===== src/rtl/systolic_ctrl.sv =====
// systolic_ctrl: sequencer for an N x N output-stationary systolic MAC array.
// Accepts a tile job (start + inner length K), clears the PE accumulators,
// enables the array for the skewed feed window, and generates the per-row and
// per-column operand-valid masks. It then drains the N result rows through a
// valid/ready port.
// Optional feature macro: SYSCTRL_ACCUM_EN adds an 'accum' input that skips
// the CLEAR cycle, so results accumulate onto the previous tile.
module systolic_ctrl #(
    parameter int unsigned N    = 4,
    parameter int unsigned KMAX = 8,
    parameter int unsigned STW  = $clog2(KMAX + 2 * N - 1),
    parameter int unsigned KW   = $clog2(KMAX + 1),
    localparam int unsigned RW  = (N > 1) ? $clog2(N) : 1
) (
    input  logic           clk,
    input  logic           rst,
    input  logic           start,
    input  logic [KW-1:0]  k_len,
`ifdef SYSCTRL_ACCUM_EN
    input  logic           accum,
`endif
    output logic           busy,
    output logic           done,
    output logic           pe_clr,
    output logic           pe_en,
    output logic [STW-1:0] step,
    output logic [N-1:0]   a_vld,
    output logic [N-1:0]   b_vld,
    output logic           res_valid,
    input  logic           res_ready,
    output logic [RW-1:0]  res_row
);

    typedef enum logic [2:0] {
        StIdle,
        StClear,
        StFeed,
        StDrain,
        StDone
    } state_e;

    state_e         state_q;
    logic [KW-1:0]  k_q;
    logic           busy_q;
    logic           done_q;
    logic           pe_clr_q;
    logic           pe_en_q;
    logic [STW-1:0] step_q;
    logic [N-1:0]   a_vld_q;
    logic [N-1:0]   b_vld_q;
    logic [RW-1:0]  res_row_q;

    logic [KW-1:0]  k_in;
    logic           feed_last;
    logic           skip_clr;

    // Edge lane x is live at step t while operand index t-x lies inside [0, K).
    function automatic logic [N-1:0] edge_mask(input logic [STW-1:0] t, input logic [KW-1:0] k);
        logic [N-1:0] m;
        m = '0;
        for (int i = 0; i < int'(N); i++) begin
            m[i] = (int'(t) >= i) && ((int'(t) - i) < int'(k));
        end
        return m;
    endfunction

`ifdef SYSCTRL_ACCUM_EN
    assign skip_clr = accum;
`else
    assign skip_clr = 1'b0;
`endif

    // Clamp the requested inner length and detect the final feed step (K+2N-3).
    always_comb begin
        k_in      = (int'(k_len) > int'(KMAX)) ? KW'(KMAX) : k_len;
        feed_last = (int'(step_q) == (int'(k_q) + 2 * int'(N) - 3));
    end

    // Job sequencer; every output except res_valid is registered here.
    always_ff @(posedge clk) begin
        if (rst) begin
            state_q   <= StIdle;
            k_q       <= '0;
            busy_q    <= 1'b0;
            done_q    <= 1'b0;
            pe_clr_q  <= 1'b0;
            pe_en_q   <= 1'b0;
            step_q    <= '0;
            a_vld_q   <= '0;
            b_vld_q   <= '0;
            res_row_q <= '0;
        end else begin
            done_q   <= 1'b0;
            pe_clr_q <= 1'b0;
            unique case (state_q)
                StIdle: begin
                    if (start) begin
                        k_q    <= k_in;
                        busy_q <= 1'b1;
                        if (!skip_clr) begin
                            state_q  <= StClear;
                            pe_clr_q <= 1'b1;
                        end else if (k_in != '0) begin
                            state_q <= StFeed;
                            pe_en_q <= 1'b1;
                            step_q  <= '0;
                            a_vld_q <= edge_mask('0, k_in);
                            b_vld_q <= edge_mask('0, k_in);
                        end else begin
                            state_q <= StDrain;
                        end
                    end
                end
                StClear: begin
                    // K=0 has nothing to feed; the cleared array drains as zeros.
                    if (k_q != '0) begin
                        state_q <= StFeed;
                        pe_en_q <= 1'b1;
                        step_q  <= '0;
                        a_vld_q <= edge_mask('0, k_q);
                        b_vld_q <= edge_mask('0, k_q);
                    end else begin
                        state_q <= StDrain;
                    end
                end
                StFeed: begin
                    if (feed_last) begin
                        state_q <= StDrain;
                        pe_en_q <= 1'b0;
                        step_q  <= '0;
                        a_vld_q <= '0;
                        b_vld_q <= '0;
                    end else begin
                        step_q  <= step_q + STW'(1);
                        a_vld_q <= edge_mask(step_q + STW'(1), k_q);
                        b_vld_q <= edge_mask(step_q + STW'(1), k_q);
                    end
                end
                StDrain: begin
                    if (res_ready) begin
                        if (res_row_q == RW'(N - 1)) begin
                            state_q   <= StDone;
                            done_q    <= 1'b1;
                            res_row_q <= '0;
                        end else begin
                            res_row_q <= res_row_q + RW'(1);
                        end
                    end
                end
                StDone: begin
                    state_q <= StIdle;
                    busy_q  <= 1'b0;
                end
                default: begin
                    state_q <= StIdle;
                    busy_q  <= 1'b0;
                end
            endcase
        end
    end

    assign res_valid = (state_q == StDrain);
    assign busy      = busy_q;
    assign done      = done_q;
    assign pe_clr    = pe_clr_q;
    assign pe_en     = pe_en_q;
    assign step      = step_q;
    assign a_vld     = a_vld_q;
    assign b_vld     = b_vld_q;
    assign res_row   = res_row_q;

endmodule

===== config.mk =====
export PLATFORM = sky130hd
export DESIGN_NAME = systolic_ctrl
export DESIGN_NICKNAME = d
export VERILOG_FILES = /design/src/rtl/systolic_ctrl.sv
export SDC_FILE = /design/constraint.sdc
export NUM_CORES = 1
export LEC_CHECK = 0
export BUFFER_PORTS_ARGS = -buffer_cell sky130_fd_sc_hd__buf_2
export CAP_MARGIN = 20
export CORE_MARGIN = 2
export CORE_UTILIZATION = 55
export DETAILED_ROUTE_END_ITERATION = 10
export PLACE_DENSITY = 0.81
export SLEW_MARGIN = 10
export SYNTH_ARGS = -nofsm -noshare
export SYNTH_HDL_FRONTEND = slang
export SYNTH_SLANG_ARGS = --single-unit

===== constraint.sdc =====
create_clock -name clk -period 3.3 [get_ports clk]
set_clock_uncertainty 0.2 [all_clocks]
set_input_delay 0.495 -clock clk [delete_from_list [all_inputs] [get_ports clk]]
set_output_delay 0.495 -clock clk [all_outputs]
set_load 0.01 [all_outputs]

==> results of run 1 <==
[flip-flops by register name (all words and copies together), names as in the netlist]
name     flops
b_vld        4
busy         1
done         1
k_q          4
pe_clr       1
pe_en        1
res_row      2
state_q      3
step         4
[through the flow]
stage / hold WS [ps] / power [uW] / instances / utilization [%]
CTS: 277.4 / 591.8 / 230 / 61.34
detailed placement: 262.7 / 472.8 / 226 / 60.36
floorplan: 276.3 / 425.6 / 179 / -
global route: 294.7 / 631.8 / 230 / 61.34
finish: 278.8 / 590.8 / 230 / 61.34
global placement: 259.6 / 462.3 / 226 / 60.36
[final cells by class]
| type | instances | area share (%) |
|---|---|---|
| clock buffer | 4 | 1.595 |
| inverter | 14 | 3.189 |
| multi-input combinational | 134 | 59.45 |
| sequential | 21 | 25.51 |
| tap | 31 | 2.354 |
| timing repair buffer | 26 | 7.897 |
[worst max-delay path by stage]
stage	to	slack (ps)	cells past startpoint
3_3_place_gp	b_vld[1]$_SDFFE_PP0P_	590	11
3_5_place_dp	b_vld[1]$_SDFFE_PP0P_	430	11
5_1_grt	b_vld[1]$_SDFFE_PP0P_	220	11
6_report	b_vld[1]$_SDFFE_PP0P_	390	11
4_1_cts	b_vld[1]$_SDFFE_PP0P_	410	11
2_1_floorplan	b_vld[1]$_SDFFE_PP0P_	600	12
[power by group]
part           leakage (uW)  internal (uW)  total [uW]  switching [uW]
Combinational      0.000563           80.7         184             103
Sequential         0.000171            268         286            18.2
Clock             0.0000150           47.2         121            74.3
Total              0.000749            395         591             195
[cells in the mapped netlist (2+ instances only)]
cell | count | area (um^2)
sky130_fd_sc_hd__a21o_1 | 2 | 15.01
sky130_fd_sc_hd__nor2_1 | 11 | 41.29
sky130_fd_sc_hd__ha_1 | 22 | 275.3
sky130_fd_sc_hd__o31ai_2 | 2 | 25.02
sky130_fd_sc_hd__nand3_1 | 5 | 25.02
sky130_fd_sc_hd__a211oi_1 | 2 | 15.01
sky130_fd_sc_hd__and3_1 | 3 | 18.77
sky130_fd_sc_hd__nand2b_1 | 2 | 12.51
sky130_fd_sc_hd__dfxtp_1 | 21 | 420.4
sky130_fd_sc_hd__nor3_1 | 2 | 10.01
sky130_fd_sc_hd__mux2i_1 | 4 | 40.04
sky130_fd_sc_hd__o22ai_1 | 2 | 12.51
sky130_fd_sc_hd__buf_2 | 2 | 10.01
sky130_fd_sc_hd__and2_1 | 3 | 18.77
sky130_fd_sc_hd__buf_4 | 4 | 30.03
sky130_fd_sc_hd__a21oi_1 | 17 | 85.08
sky130_fd_sc_hd__nor3b_1 | 3 | 22.52
sky130_fd_sc_hd__nor2b_1 | 3 | 18.77
sky130_fd_sc_hd__xnor2_1 | 6 | 52.55
sky130_fd_sc_hd__clkbuf_1 | 3 | 11.26
sky130_fd_sc_hd__nand2_1 | 16 | 60.06
sky130_fd_sc_hd__inv_1 | 14 | 52.55
sky130_fd_sc_hd__o21ai_0 | 8 | 40.04
sky130_fd_sc_hd__xor2_1 | 5 | 43.79
[critical path, stage by stage (launching register included)]
cell                      delay (ps)
sky130_fd_sc_hd__dfxtp_1         560
sky130_fd_sc_hd__inv_1           200
sky130_fd_sc_hd__ha_1            440
sky130_fd_sc_hd__inv_1           160
sky130_fd_sc_hd__ha_1            160
sky130_fd_sc_hd__nand2_1          50
sky130_fd_sc_hd__and2_1          180
sky130_fd_sc_hd__xnor2_1         120
sky130_fd_sc_hd__ha_1            320
sky130_fd_sc_hd__a21oi_1         150
sky130_fd_sc_hd__a22oi_1         110
sky130_fd_sc_hd__o31ai_2         190
[logic make-up (layout without fill, tap and decap cells)]
kind of cell	Yosys count	after routing
xor gates and xnor gates	12	12
and+or+nand+nor	53	53
AOI/OAI and AO/OA	43	43
buffers and inverters	24	44
muxes	4	4
adders and majority gates	22	22
DFF	21	21
[cells in the final DEF (no fill, tap or decap), types with 3 or more instances in the layout]
master and count:
sky130_fd_sc_hd__mux2i_1 4, sky130_fd_sc_hd__and3_1 3, sky130_fd_sc_hd__xnor2_1 6, sky130_fd_sc_hd__nand3_1 5
sky130_fd_sc_hd__nor2b_1 3, sky130_fd_sc_hd__o21ai_0 8, sky130_fd_sc_hd__xor2_1 5, sky130_fd_sc_hd__and2_1 3
sky130_fd_sc_hd__dfxtp_1 21, sky130_fd_sc_hd__ha_1 22, sky130_fd_sc_hd__inv_1 14, sky130_fd_sc_hd__nor3b_1 3
sky130_fd_sc_hd__a21oi_1 17, sky130_fd_sc_hd__nor2_1 11, sky130_fd_sc_hd__buf_2 26, sky130_fd_sc_hd__nand2_1 16
sky130_fd_sc_hd__clkbuf_4 3
[per-layer routing]
metal / part of all wire (%) / GRT usage [%]
met5: 0 / 0
met4: 1.4 / 8.163
met3: 6.6 / 6.452
met2: 48 / 36.38
met1: 44 / 26.07
==> impl_metrics.xml, run 1 <==
<?xml version="1.0" encoding="UTF-8"?>
<metrics>
  <group name="synthesis">
    <metric name="post_synth_inst_count" unit="">179</metric>
    <metric name="synth.ff_latch_count" unit="">21</metric>
    <metric name="synth_fa_ha_area_share" unit="%">18.17</metric>
    <metric name="synth_xor_xnor_area_share" unit="%">7.432</metric>
    <metric name="post_synth_mux_area_share" unit="%">2.642</metric>
    <metric name="post_synth_num_cell_types" unit="">41</metric>
    <metric name="dominant_combinational_cell_family_by_area_after_synthesis" unit="">compound AO/OA/AOI/OAI gates</metric>
    <metric name="synth_edf_count" unit="">0</metric>
    <metric name="yosys_warning_total" unit="">0</metric>
    <metric name="synth_simple_gate_area_share" unit="%">18.08</metric>
    <metric name="syn_avg_cell_area" unit="um^2">8.465</metric>
    <metric name="yosysSeqAreaShare" unit="%">27.75</metric>
    <metric name="nets_in_the_synthesized_netlist" unit="">209</metric>
    <metric name="postSynth.asyncResetShare" unit="%">0</metric>
    <metric name="synth_top_flop_cell" unit="">sky130_fd_sc_hd__dfxtp_1</metric>
    <metric name="synthesis.area" unit="um^2">1515</metric>
    <metric name="synth-compound-area-share" unit="%">18.33</metric>
  </group>
  <group name="clock_tree">
    <metric name="cts-root-buf" unit="">sky130_fd_sc_hd__clkbuf_4</metric>
    <metric name="clock_sinks" unit="">21</metric>
    <metric name="cts_hold_buffers" unit="">0</metric>
    <metric name="worst_setup_hold_path_clk_slew" unit="ps">110</metric>
    <metric name="post_cts.repair.setup_buffers" unit="">0</metric>
    <metric name="htree_depth" unit="">1</metric>
    <metric name="insertion_delay" unit="ps">310</metric>
    <metric name="cts.path.max_buffers" unit="">2</metric>
    <metric name="cts_made_buffers" unit="">3</metric>
    <metric name="cts_tree" unit="">built</metric>
    <metric name="cts-resized-gates" unit="">0</metric>
  </group>
  <group name="route">
    <metric name="route.detailed.drc" unit="">0</metric>
    <metric name="detail_route.iter0.violations" unit="">60</metric>
    <metric name="antenna_violating_nets_post_route" unit="">0</metric>
    <metric name="drt-pass1-iter-count" unit="">4</metric>
    <metric name="drt-wirelength-per-cell" unit="um">14.10</metric>
    <metric name="via_count" unit="">1340</metric>
    <metric name="wl" unit="mm">3.242</metric>
    <metric name="post_drt_via_cell_ratio" unit="">5.826</metric>
  </group>
  <group name="power_and_ir_drop">
    <metric name="power.static_leakage" unit="uW">0.0007486</metric>
    <metric name="worst_ir_drop_vdd" unit="mV">0.2915</metric>
    <metric name="power.density" unit="nW/um^2">358.5</metric>
  </group>
  <group name="hold_path">
    <metric name="holdPathEnd" unit="">busy$_SDFFE_PP0P_</metric>
    <metric name="worstHoldPathCells" unit="">2</metric>
    <metric name="min-delay-start" unit="">busy$_SDFFE_PP0P_</metric>
    <metric name="hold_class" unit="">reg2reg</metric>
  </group>
  <group name="timing">
    <metric name="post-route-min-period" unit="ps">2910</metric>
    <metric name="maxSlewViolCount" unit="">0</metric>
    <metric name="slew_headroom" unit="%">29.79</metric>
    <metric name="rsz0062_at_grt" unit="">no</metric>
    <metric name="finalSetupViolCount" unit="">0</metric>
    <metric name="hold_viol_final" unit="">0</metric>
    <metric name="fin_setup_tns" unit="ps">0</metric>
    <metric name="post-route-worst-setup-slack" unit="ps">389.6</metric>
    <metric name="fmax" unit="GHz">0.3436</metric>
    <metric name="fin_crit_sh" unit="%">88.19</metric>
    <metric name="worst-slew-pin-transition" unit="ps">1053</metric>
  </group>
  <group name="critical_path">
    <metric name="ff2ff_setup_slack" unit="ps">390</metric>
    <metric name="critPathCaptureType" unit="">flip-flop</metric>
    <metric name="timing.critical_path.required" unit="ps">3330</metric>
    <metric name="regToRegEndpoint" unit="">b_vld[1]$_SDFFE_PP0P_</metric>
    <metric name="setup.worst_path.start_class" unit="">flip-flop</metric>
    <metric name="worstReg2RegStart" unit="">step[0]$_SDFFE_PP0P_</metric>
    <metric name="crit_path_start" unit="">step[0]$_SDFFE_PP0P_</metric>
    <metric name="worstPathArrival" unit="ps">2940</metric>
    <metric name="path_class" unit="">reg2reg</metric>
    <metric name="r2r_cells" unit="">11</metric>
    <metric name="crit_fanout" unit="">11</metric>
  </group>
  <group name="layout">
    <metric name="post-route-cell-area" unit="um^2">1648</metric>
    <metric name="num-fill-cells" unit="">239</metric>
    <metric name="register_area" unit="um^2">420.4</metric>
    <metric name="synthToLayoutAreaGrowth" unit="%">8.753</metric>
    <metric name="layout_nets" unit="">230</metric>
    <metric name="multiInputGateArea" unit="um^2">979.7</metric>
    <metric name="diodes" unit="">0</metric>
    <metric name="layout-drive-gt1-share" unit="%">18.09</metric>
  </group>
  <group name="floorplanning">
    <metric name="rows" unit="">19</metric>
    <metric name="design.core.area" unit="um^2">2686</metric>
    <metric name="fp.dieW" unit="um">56.49</metric>
    <metric name="initial_utilization" unit="%">56.40</metric>
    <metric name="number_of_primary_i_o_pins" unit="">27</metric>
    <metric name="die_area" unit="um^2">3191</metric>
    <metric name="chipHeight" unit="um">56.49</metric>
  </group>
  <group name="placement">
    <metric name="dp_hpwl" unit="mm">2.570</metric>
    <metric name="port_buffers" unit="">26</metric>
    <metric name="finalWeightedCongestion" unit="">0.9352</metric>
    <metric name="dp_slack" unit="ps">431.3</metric>
    <metric name="dpl_cell_area" unit="um^2">1622</metric>
  </group>
  <group name="grt">
    <metric name="number_of_antenna_violations_at_the_first_check_in_global_routing" unit="">0</metric>
    <metric name="grt_first_pass_wirelength" unit="mm">5.464</metric>
    <metric name="grt_max_degree" unit="">16</metric>
    <metric name="globalRouteOverflowTotal" unit="">0</metric>
    <metric name="global_route.usage.total" unit="%">21.74</metric>
    <metric name="grt_pass1_vias" unit="">1268</metric>
  </group>
  <group name="outcome">
    <metric name="outcome" unit="">finished clean</metric>
  </group>
  <group name="flow_run">
    <metric name="drv_cap" unit="">0</metric>
  </group>
</metrics>
Power figures use the tool's default switching activity.
==> run 2, diff against run 1 <==
- CORE_UTILIZATION: 55 -> 25
- GPL_TIMING_DRIVEN: unset -> 0
- PLACE_DENSITY: 0.81 -> 0.44
==> impl_metrics.xml, run 2 (synthesis gave the netlist of run 1 again) <==
<?xml version="1.0" encoding="UTF-8"?>
<metrics>
  <group name="outcome">
    <metric name="outcome" unit="">finished clean</metric>
  </group>
  <group name="clock_tree">
    <metric name="cts.path.max_buffers" unit="">2</metric>
    <metric name="cts-resized-gates" unit="">0</metric>
    <metric name="post_cts.repair.setup_buffers" unit="">0</metric>
    <metric name="cts-root-buf" unit="">sky130_fd_sc_hd__clkbuf_8</metric>
    <metric name="insertion_delay" unit="ps">270</metric>
    <metric name="worst_setup_hold_path_clk_slew" unit="ps">90</metric>
    <metric name="cts_hold_buffers" unit="">0</metric>
    <metric name="htree_depth" unit="">1</metric>
    <metric name="cts_tree" unit="">built</metric>
    <metric name="clock_sinks" unit="">21</metric>
    <metric name="cts_made_buffers" unit="">3</metric>
  </group>
  <group name="flow_run">
    <metric name="drv_cap" unit="">0</metric>
  </group>
  <group name="route">
    <metric name="route.detailed.drc" unit="">0</metric>
    <metric name="post_drt_via_cell_ratio" unit="">4.468</metric>
    <metric name="via_count" unit="">1269</metric>
    <metric name="antenna_violating_nets_post_route" unit="">0</metric>
    <metric name="drt-pass1-iter-count" unit="">4</metric>
    <metric name="detail_route.iter0.violations" unit="">46</metric>
    <metric name="wl" unit="mm">3.457</metric>
    <metric name="drt-wirelength-per-cell" unit="um">12.17</metric>
  </group>
  <group name="hold_path">
    <metric name="worstHoldPathCells" unit="">2</metric>
    <metric name="hold_class" unit="">reg2reg</metric>
    <metric name="min-delay-start" unit="">busy$_SDFFE_PP0P_</metric>
    <metric name="holdPathEnd" unit="">busy$_SDFFE_PP0P_</metric>
  </group>
  <group name="placement">
    <metric name="finalWeightedCongestion" unit="">0.7440</metric>
    <metric name="dp_hpwl" unit="mm">2.680</metric>
    <metric name="port_buffers" unit="">26</metric>
    <metric name="dpl.cell_count" unit="">280</metric>
  </group>
  <group name="timing">
    <metric name="hold_viol_final" unit="">0</metric>
    <metric name="finalSetupViolCount" unit="">0</metric>
    <metric name="worst-slew-pin-transition" unit="ps">968.4</metric>
    <metric name="rsz0062_at_grt" unit="">no</metric>
    <metric name="slew_headroom" unit="%">35.44</metric>
    <metric name="fin_setup_tns" unit="ps">0</metric>
    <metric name="maxSlewViolCount" unit="">0</metric>
    <metric name="fin_crit_sh" unit="%">92.37</metric>
    <metric name="post-route-min-period" unit="ps">3048</metric>
    <metric name="fmax" unit="GHz">0.3281</metric>
  </group>
  <group name="grt">
    <metric name="number_of_antenna_violations_at_the_first_check_in_global_routing" unit="">0</metric>
    <metric name="global_route.usage.total" unit="%">10.91</metric>
    <metric name="grt_busiest_layer" unit="">met1</metric>
    <metric name="grt_util_met1" unit="%">16.52</metric>
    <metric name="grt_max_degree" unit="">13</metric>
    <metric name="grt_first_pass_wirelength" unit="mm">5.651</metric>
    <metric name="grt_pass1_vias" unit="">1117</metric>
    <metric name="use_met2" unit="%">16.26</metric>
    <metric name="globalRouteOverflowTotal" unit="">0</metric>
    <metric name="grt.met3_usage" unit="%">0.9890</metric>
  </group>
  <group name="layout">
    <metric name="number_of_standard_cells_in_the_layout_taps_in_and_fillers_out" unit="">284</metric>
    <metric name="layout.cells.most_common" unit="">sky130_fd_sc_hd__buf_2</metric>
    <metric name="layout-drive-gt1-share" unit="%">21.53</metric>
    <metric name="synthToLayoutAreaGrowth" unit="%">17.92</metric>
    <metric name="mostFrequentLayoutCells" unit="">28 x sky130_fd_sc_hd__buf_2, 22 x sky130_fd_sc_hd__ha_1, 21 x sky130_fd_sc_hd__dfxtp_1</metric>
    <metric name="layout_nets" unit="">240</metric>
    <metric name="diodes" unit="">0</metric>
  </group>
  <group name="critical_path">
    <metric name="worst_path_max_delay_cell" unit="">sky130_fd_sc_hd__dfxtp_1</metric>
    <metric name="critical_path_buf_inv_count" unit="">2</metric>
    <metric name="r2r_cells" unit="">10</metric>
    <metric name="timing.critical_path.mode_cell" unit="">sky130_fd_sc_hd__ha_1</metric>
    <metric name="critPathMaxStageDelay" unit="ps">570</metric>
    <metric name="ff2ff_setup_slack" unit="ps">250</metric>
    <metric name="critPathCaptureType" unit="">flip-flop</metric>
    <metric name="setup.worst_path.start_class" unit="">flip-flop</metric>
    <metric name="worstReg2RegStart" unit="">step[1]$_SDFFE_PP0P_</metric>
    <metric name="regToRegEndpoint" unit="">b_vld[2]$_SDFFE_PP0P_</metric>
    <metric name="worstPathArrival" unit="ps">3040</metric>
    <metric name="crit_path_start" unit="">step[1]$_SDFFE_PP0P_</metric>
    <metric name="crit_fanout" unit="">9</metric>
    <metric name="timing.critical_path.required" unit="ps">3290</metric>
    <metric name="crit_family" unit="">adder cells</metric>
    <metric name="crit_chain" unit="">ha_1 -&gt; xor2_1 -&gt; inv_1 -&gt; ha_1 -&gt; inv_1 -&gt; ha_1 -&gt; a21o_1 -&gt; a21oi_1 -&gt; a21oi_1 -&gt; o31ai_2</metric>
    <metric name="path_class" unit="">reg2reg</metric>
  </group>
  <group name="floorplanning">
    <metric name="die_area" unit="um^2">6699</metric>
    <metric name="initial_utilization" unit="%">25.74</metric>
    <metric name="design.core.area" unit="um^2">5886</metric>
    <metric name="chipHeight" unit="um">81.85</metric>
    <metric name="rows" unit="">28</metric>
    <metric name="fp.dieW" unit="um">81.85</metric>
    <metric name="number_of_primary_i_o_pins" unit="">27</metric>
  </group>
  <group name="power_and_ir_drop">
    <metric name="power.static_leakage" unit="uW">0.0008042</metric>
    <metric name="power.density" unit="nW/um^2">364.1</metric>
    <metric name="worst_ir_drop_vdd" unit="mV">0.1434</metric>
  </group>
</metrics>
[run 2: cell types whose count changed in the layout (fill, tap and decap cells not counted), sizes merged]
cell	previous run	this run
buf	26	33
clkbuf	4	6
clkinv	0	1
[run 2: final cells by class]
| type | count | area (um^2) |
|---|---|---|
| Clock buffer | 3 | 41.29 |
| Buffer | 10 | 63.81 |
| Inverter | 14 | 52.55 |
| Timing Repair Buffer | 26 | 130.1 |
| Multi-Input combinational cell | 134 | 979.7 |
| Clock inverter | 1 | 5.005 |
| Fill cell | 653 | 4099 |
| Sequential cell | 21 | 420.4 |
| Tap cell | 75 | 93.84 |
[run 2: where the power goes]
group / internal [uW] / switching [uW]
combinational: 85.4 / 105
clock: 84.4 / 93.5
sequential: 267 / 14.7
[run 2: routing by layer]
layer  vias up  routed length [um]
met2        17                1483
met4         0                  47
met5         -                   0
met1       562                1851
met3         4                  74
li1        686                   -
[run 2: worst max path at each step]
stage / to / slack [ps] / cells past startpoint
floorplan: b_vld[1]$_SDFFE_PP0P_ / 600 / 12
global placement: b_vld[1]$_SDFFE_PP0P_ / 100 / 12
detailed placement: b_vld[1]$_SDFFE_PP0P_ / 180 / 12
CTS: b_vld[1]$_SDFFE_PP0P_ / 130 / 12
global route: b_vld[1]$_SDFFE_PP0P_ / 50 / 12
finish: b_vld[2]$_SDFFE_PP0P_ / 250 / 10
[run 2: stage by stage]
| stage | setup WS [ps] | util [%] | hold WS (ps) | instance area, um^2 | power (uW) |
|---|---|---|---|---|---|
| floorplan | 596.5 | - | 276.3 | 1515 | 425.6 |
| global placement | 98.63 | 29.55 | 266.4 | 1739 | 479.6 |
| detailed placement | 175.8 | 29.55 | 267.1 | 1739 | 479.6 |
| CTS | 134.7 | 30.34 | 282.2 | 1785 | 656.4 |
| global route | 49.32 | 30.36 | 309.0 | 1787 | 695.7 |
| finish | 251.9 | 30.36 | 278.0 | 1787 | 650.6 |
[run 2: worst reg2reg max path, delay by kind of cell (launching register included)]
kind | cells | cell delay, ps
adders and majority gates | 3 | 920
AOI/OAI and AO/OA | 4 | 640
DFF | 1 | 570
xor gates and xnor gates | 1 | 510
buffers and inverters | 2 | 140
==> run 3, diff against run 2 <==
- GPL_TIMING_DRIVEN: 0 -> unset
==> impl_metrics.xml, run 3 (synthesis gave the netlist of run 1 again) <==
<?xml version="1.0" encoding="UTF-8"?>
<metrics>
  <group name="clock_tree">
    <metric name="htree_depth" unit="">1</metric>
    <metric name="clock_sinks" unit="">21</metric>
    <metric name="post_cts.repair.setup_buffers" unit="">0</metric>
    <metric name="cts-resized-gates" unit="">0</metric>
    <metric name="worst_setup_hold_path_clk_slew" unit="ps">90</metric>
    <metric name="insertion_delay" unit="ps">270</metric>
    <metric name="cts_tree" unit="">built</metric>
    <metric name="cts_hold_buffers" unit="">0</metric>
    <metric name="cts-root-buf" unit="">sky130_fd_sc_hd__clkbuf_8</metric>
    <metric name="cts_made_buffers" unit="">3</metric>
    <metric name="cts.path.max_buffers" unit="">2</metric>
  </group>
  <group name="grt">
    <metric name="number_of_antenna_violations_at_the_first_check_in_global_routing" unit="">0</metric>
    <metric name="grt_max_degree" unit="">16</metric>
    <metric name="grt_pass1_vias" unit="">1070</metric>
    <metric name="global_route.usage.total" unit="%">10.90</metric>
    <metric name="globalRouteOverflowTotal" unit="">0</metric>
    <metric name="grt_first_pass_wirelength" unit="mm">5.499</metric>
  </group>
  <group name="timing">
    <metric name="slew_headroom" unit="%">67.11</metric>
    <metric name="fin_crit_sh" unit="%">86.99</metric>
    <metric name="post-route-min-period" unit="ps">2871</metric>
    <metric name="fin_setup_tns" unit="ps">0</metric>
    <metric name="fmax" unit="GHz">0.3484</metric>
    <metric name="maxSlewViolCount" unit="">0</metric>
    <metric name="finalSetupViolCount" unit="">0</metric>
    <metric name="worst-slew-pin-transition" unit="ps">491.7</metric>
    <metric name="post-route-worst-setup-slack" unit="ps">429.4</metric>
    <metric name="rsz0062_at_grt" unit="">no</metric>
    <metric name="hold_viol_final" unit="">0</metric>
  </group>
  <group name="critical_path">
    <metric name="timing.critical_path.required" unit="ps">3300</metric>
    <metric name="crit_chain" unit="">inv_1 -&gt; ha_1 -&gt; inv_1 -&gt; ha_1 -&gt; nand2_1 -&gt; and2_1 -&gt; xnor2_1 -&gt; ha_1 -&gt; a21oi_1 -&gt; a22oi_1 -&gt; o31ai_2</metric>
    <metric name="critPathMaxStageDelay" unit="ps">560</metric>
    <metric name="path_class" unit="">reg2reg</metric>
    <metric name="r2r_cells" unit="">11</metric>
    <metric name="crit_fanout" unit="">11</metric>
    <metric name="crit_path_start" unit="">step[0]$_SDFFE_PP0P_</metric>
    <metric name="critPathCaptureType" unit="">flip-flop</metric>
    <metric name="setup.worst_path.start_class" unit="">flip-flop</metric>
    <metric name="worstReg2RegStart" unit="">step[0]$_SDFFE_PP0P_</metric>
    <metric name="worstPathArrival" unit="ps">2870</metric>
    <metric name="ff2ff_setup_slack" unit="ps">430</metric>
    <metric name="timing.critical_path.mode_cell" unit="">sky130_fd_sc_hd__ha_1</metric>
    <metric name="worst_path_max_delay_cell" unit="">sky130_fd_sc_hd__dfxtp_1</metric>
  </group>
  <group name="floorplanning">
    <metric name="design.core.area" unit="um^2">5886</metric>
    <metric name="die_area" unit="um^2">6699</metric>
    <metric name="initial_utilization" unit="%">25.74</metric>
    <metric name="number_of_primary_i_o_pins" unit="">27</metric>
    <metric name="chipHeight" unit="um">81.85</metric>
    <metric name="fp.dieW" unit="um">81.85</metric>
    <metric name="rows" unit="">28</metric>
  </group>
  <group name="route">
    <metric name="route.detailed.drc" unit="">0</metric>
    <metric name="detail_route.iter0.violations" unit="">67</metric>
    <metric name="wl" unit="mm">3.397</metric>
    <metric name="antenna_violating_nets_post_route" unit="">0</metric>
    <metric name="via_count" unit="">1254</metric>
    <metric name="drt-pass1-iter-count" unit="">4</metric>
    <metric name="post_drt_via_cell_ratio" unit="">4.527</metric>
    <metric name="drt-wirelength-per-cell" unit="um">12.26</metric>
  </group>
  <group name="placement">
    <metric name="dp_slack" unit="ps">447.8</metric>
    <metric name="finalWeightedCongestion" unit="">0.7422</metric>
    <metric name="dp_hpwl" unit="mm">2.580</metric>
    <metric name="port_buffers" unit="">26</metric>
  </group>
  <group name="hold_path">
    <metric name="min-delay-start" unit="">busy$_SDFFE_PP0P_</metric>
    <metric name="worstHoldPathCells" unit="">2</metric>
    <metric name="hold_class" unit="">reg2reg</metric>
  </group>
  <group name="power_and_ir_drop">
    <metric name="power.density" unit="nW/um^2">371.6</metric>
    <metric name="worst_ir_drop_vdd" unit="mV">0.1332</metric>
    <metric name="power.static_leakage" unit="uW">0.0007749</metric>
    <metric name="p_total" unit="uW">648.6</metric>
  </group>
  <group name="layout">
    <metric name="mostFrequentLayoutCells" unit="">26 x sky130_fd_sc_hd__buf_2, 22 x sky130_fd_sc_hd__ha_1, 21 x sky130_fd_sc_hd__dfxtp_1</metric>
    <metric name="multiInputGateArea" unit="um^2">979.7</metric>
    <metric name="register_area" unit="um^2">420.4</metric>
    <metric name="layout_nets" unit="">233</metric>
    <metric name="synthToLayoutAreaGrowth" unit="%">15.19</metric>
    <metric name="layout.cells.most_common" unit="">sky130_fd_sc_hd__buf_2</metric>
    <metric name="post-route-util" unit="%">29.66</metric>
    <metric name="num-fill-cells" unit="">640</metric>
    <metric name="diodes" unit="">0</metric>
    <metric name="layout-drive-gt1-share" unit="%">19.80</metric>
  </group>
  <group name="flow_run">
    <metric name="drv_cap" unit="">0</metric>
  </group>
  <group name="outcome">
    <metric name="outcome" unit="">finished clean</metric>
  </group>
</metrics>
run 3: cell count changes in the layout (fill, tap and decap cells not counted):
cell | before | now
sky130_fd_sc_hd__buf_2 | 28 | 26
sky130_fd_sc_hd__clkbuf_2 | 1 | 0
sky130_fd_sc_hd__buf_4 | 4 | 3
sky130_fd_sc_hd__buf_6 | 1 | 0
sky130_fd_sc_hd__clkbuf_1 | 2 | 0
run 3: final cells by class:
class | count | area share, %
Tap cell | 75 | 5.376
Timing Repair Buffer | 29 | 8.746
Multi-Input combinational cell | 134 | 56.13
Clock buffer | 3 | 2.366
Clock inverter | 1 | 0.2867
Sequential cell | 21 | 24.09
Inverter | 14 | 3.011
run 3: path summary, 6_finish.rpt:
kind,end
worst min register to register,busy$_SDFFE_PP0P_
worst min-delay path,busy$_SDFFE_PP0P_
worst max register to register,b_vld[1]$_SDFFE_PP0P_
worst max-delay path,b_vld[1]$_SDFFE_PP0P_
run 3: metal layers:
metal  GRT usage (%)  share of wire (%)
met2           15.20                 42
met4           5.000                1.7
met5               0                  0
met1           16.38                 54
met3           1.319                2.2
run 3: report_power, final:
| part | switching (uW) | total (uW) | internal (uW) | leakage [uW] |
|---|---|---|---|---|
| Combinational | 99.9 | 181 | 81.1 | 0.000578 |
| Clock | 97.4 | 182 | 84.5 | 0.0000255 |
| Sequential | 18.2 | 286 | 267 | 0.000171 |
run 3: worst max-delay path, delay by kind of cell, from the launching register on:
kind | cells | cell delay [ps]
fa+ha+maj | 3 | 900
flops | 1 | 560
compound gates | 3 | 440
buf+inv | 2 | 340
simple gates | 2 | 230
xor+xnor | 1 | 120
run 3: metrics by stage:
stage / cells / instance area (um^2) / hold WS, ps
floorplan: 179 / 1515 / 276.3
global placement: 273 / 1699 / 263.3
detailed placement: 273 / 1699 / 265.0
CTS: 277 / 1745 / 279.9
global route: 277 / 1745 / 298.7
finish: 277 / 1745 / 274.1
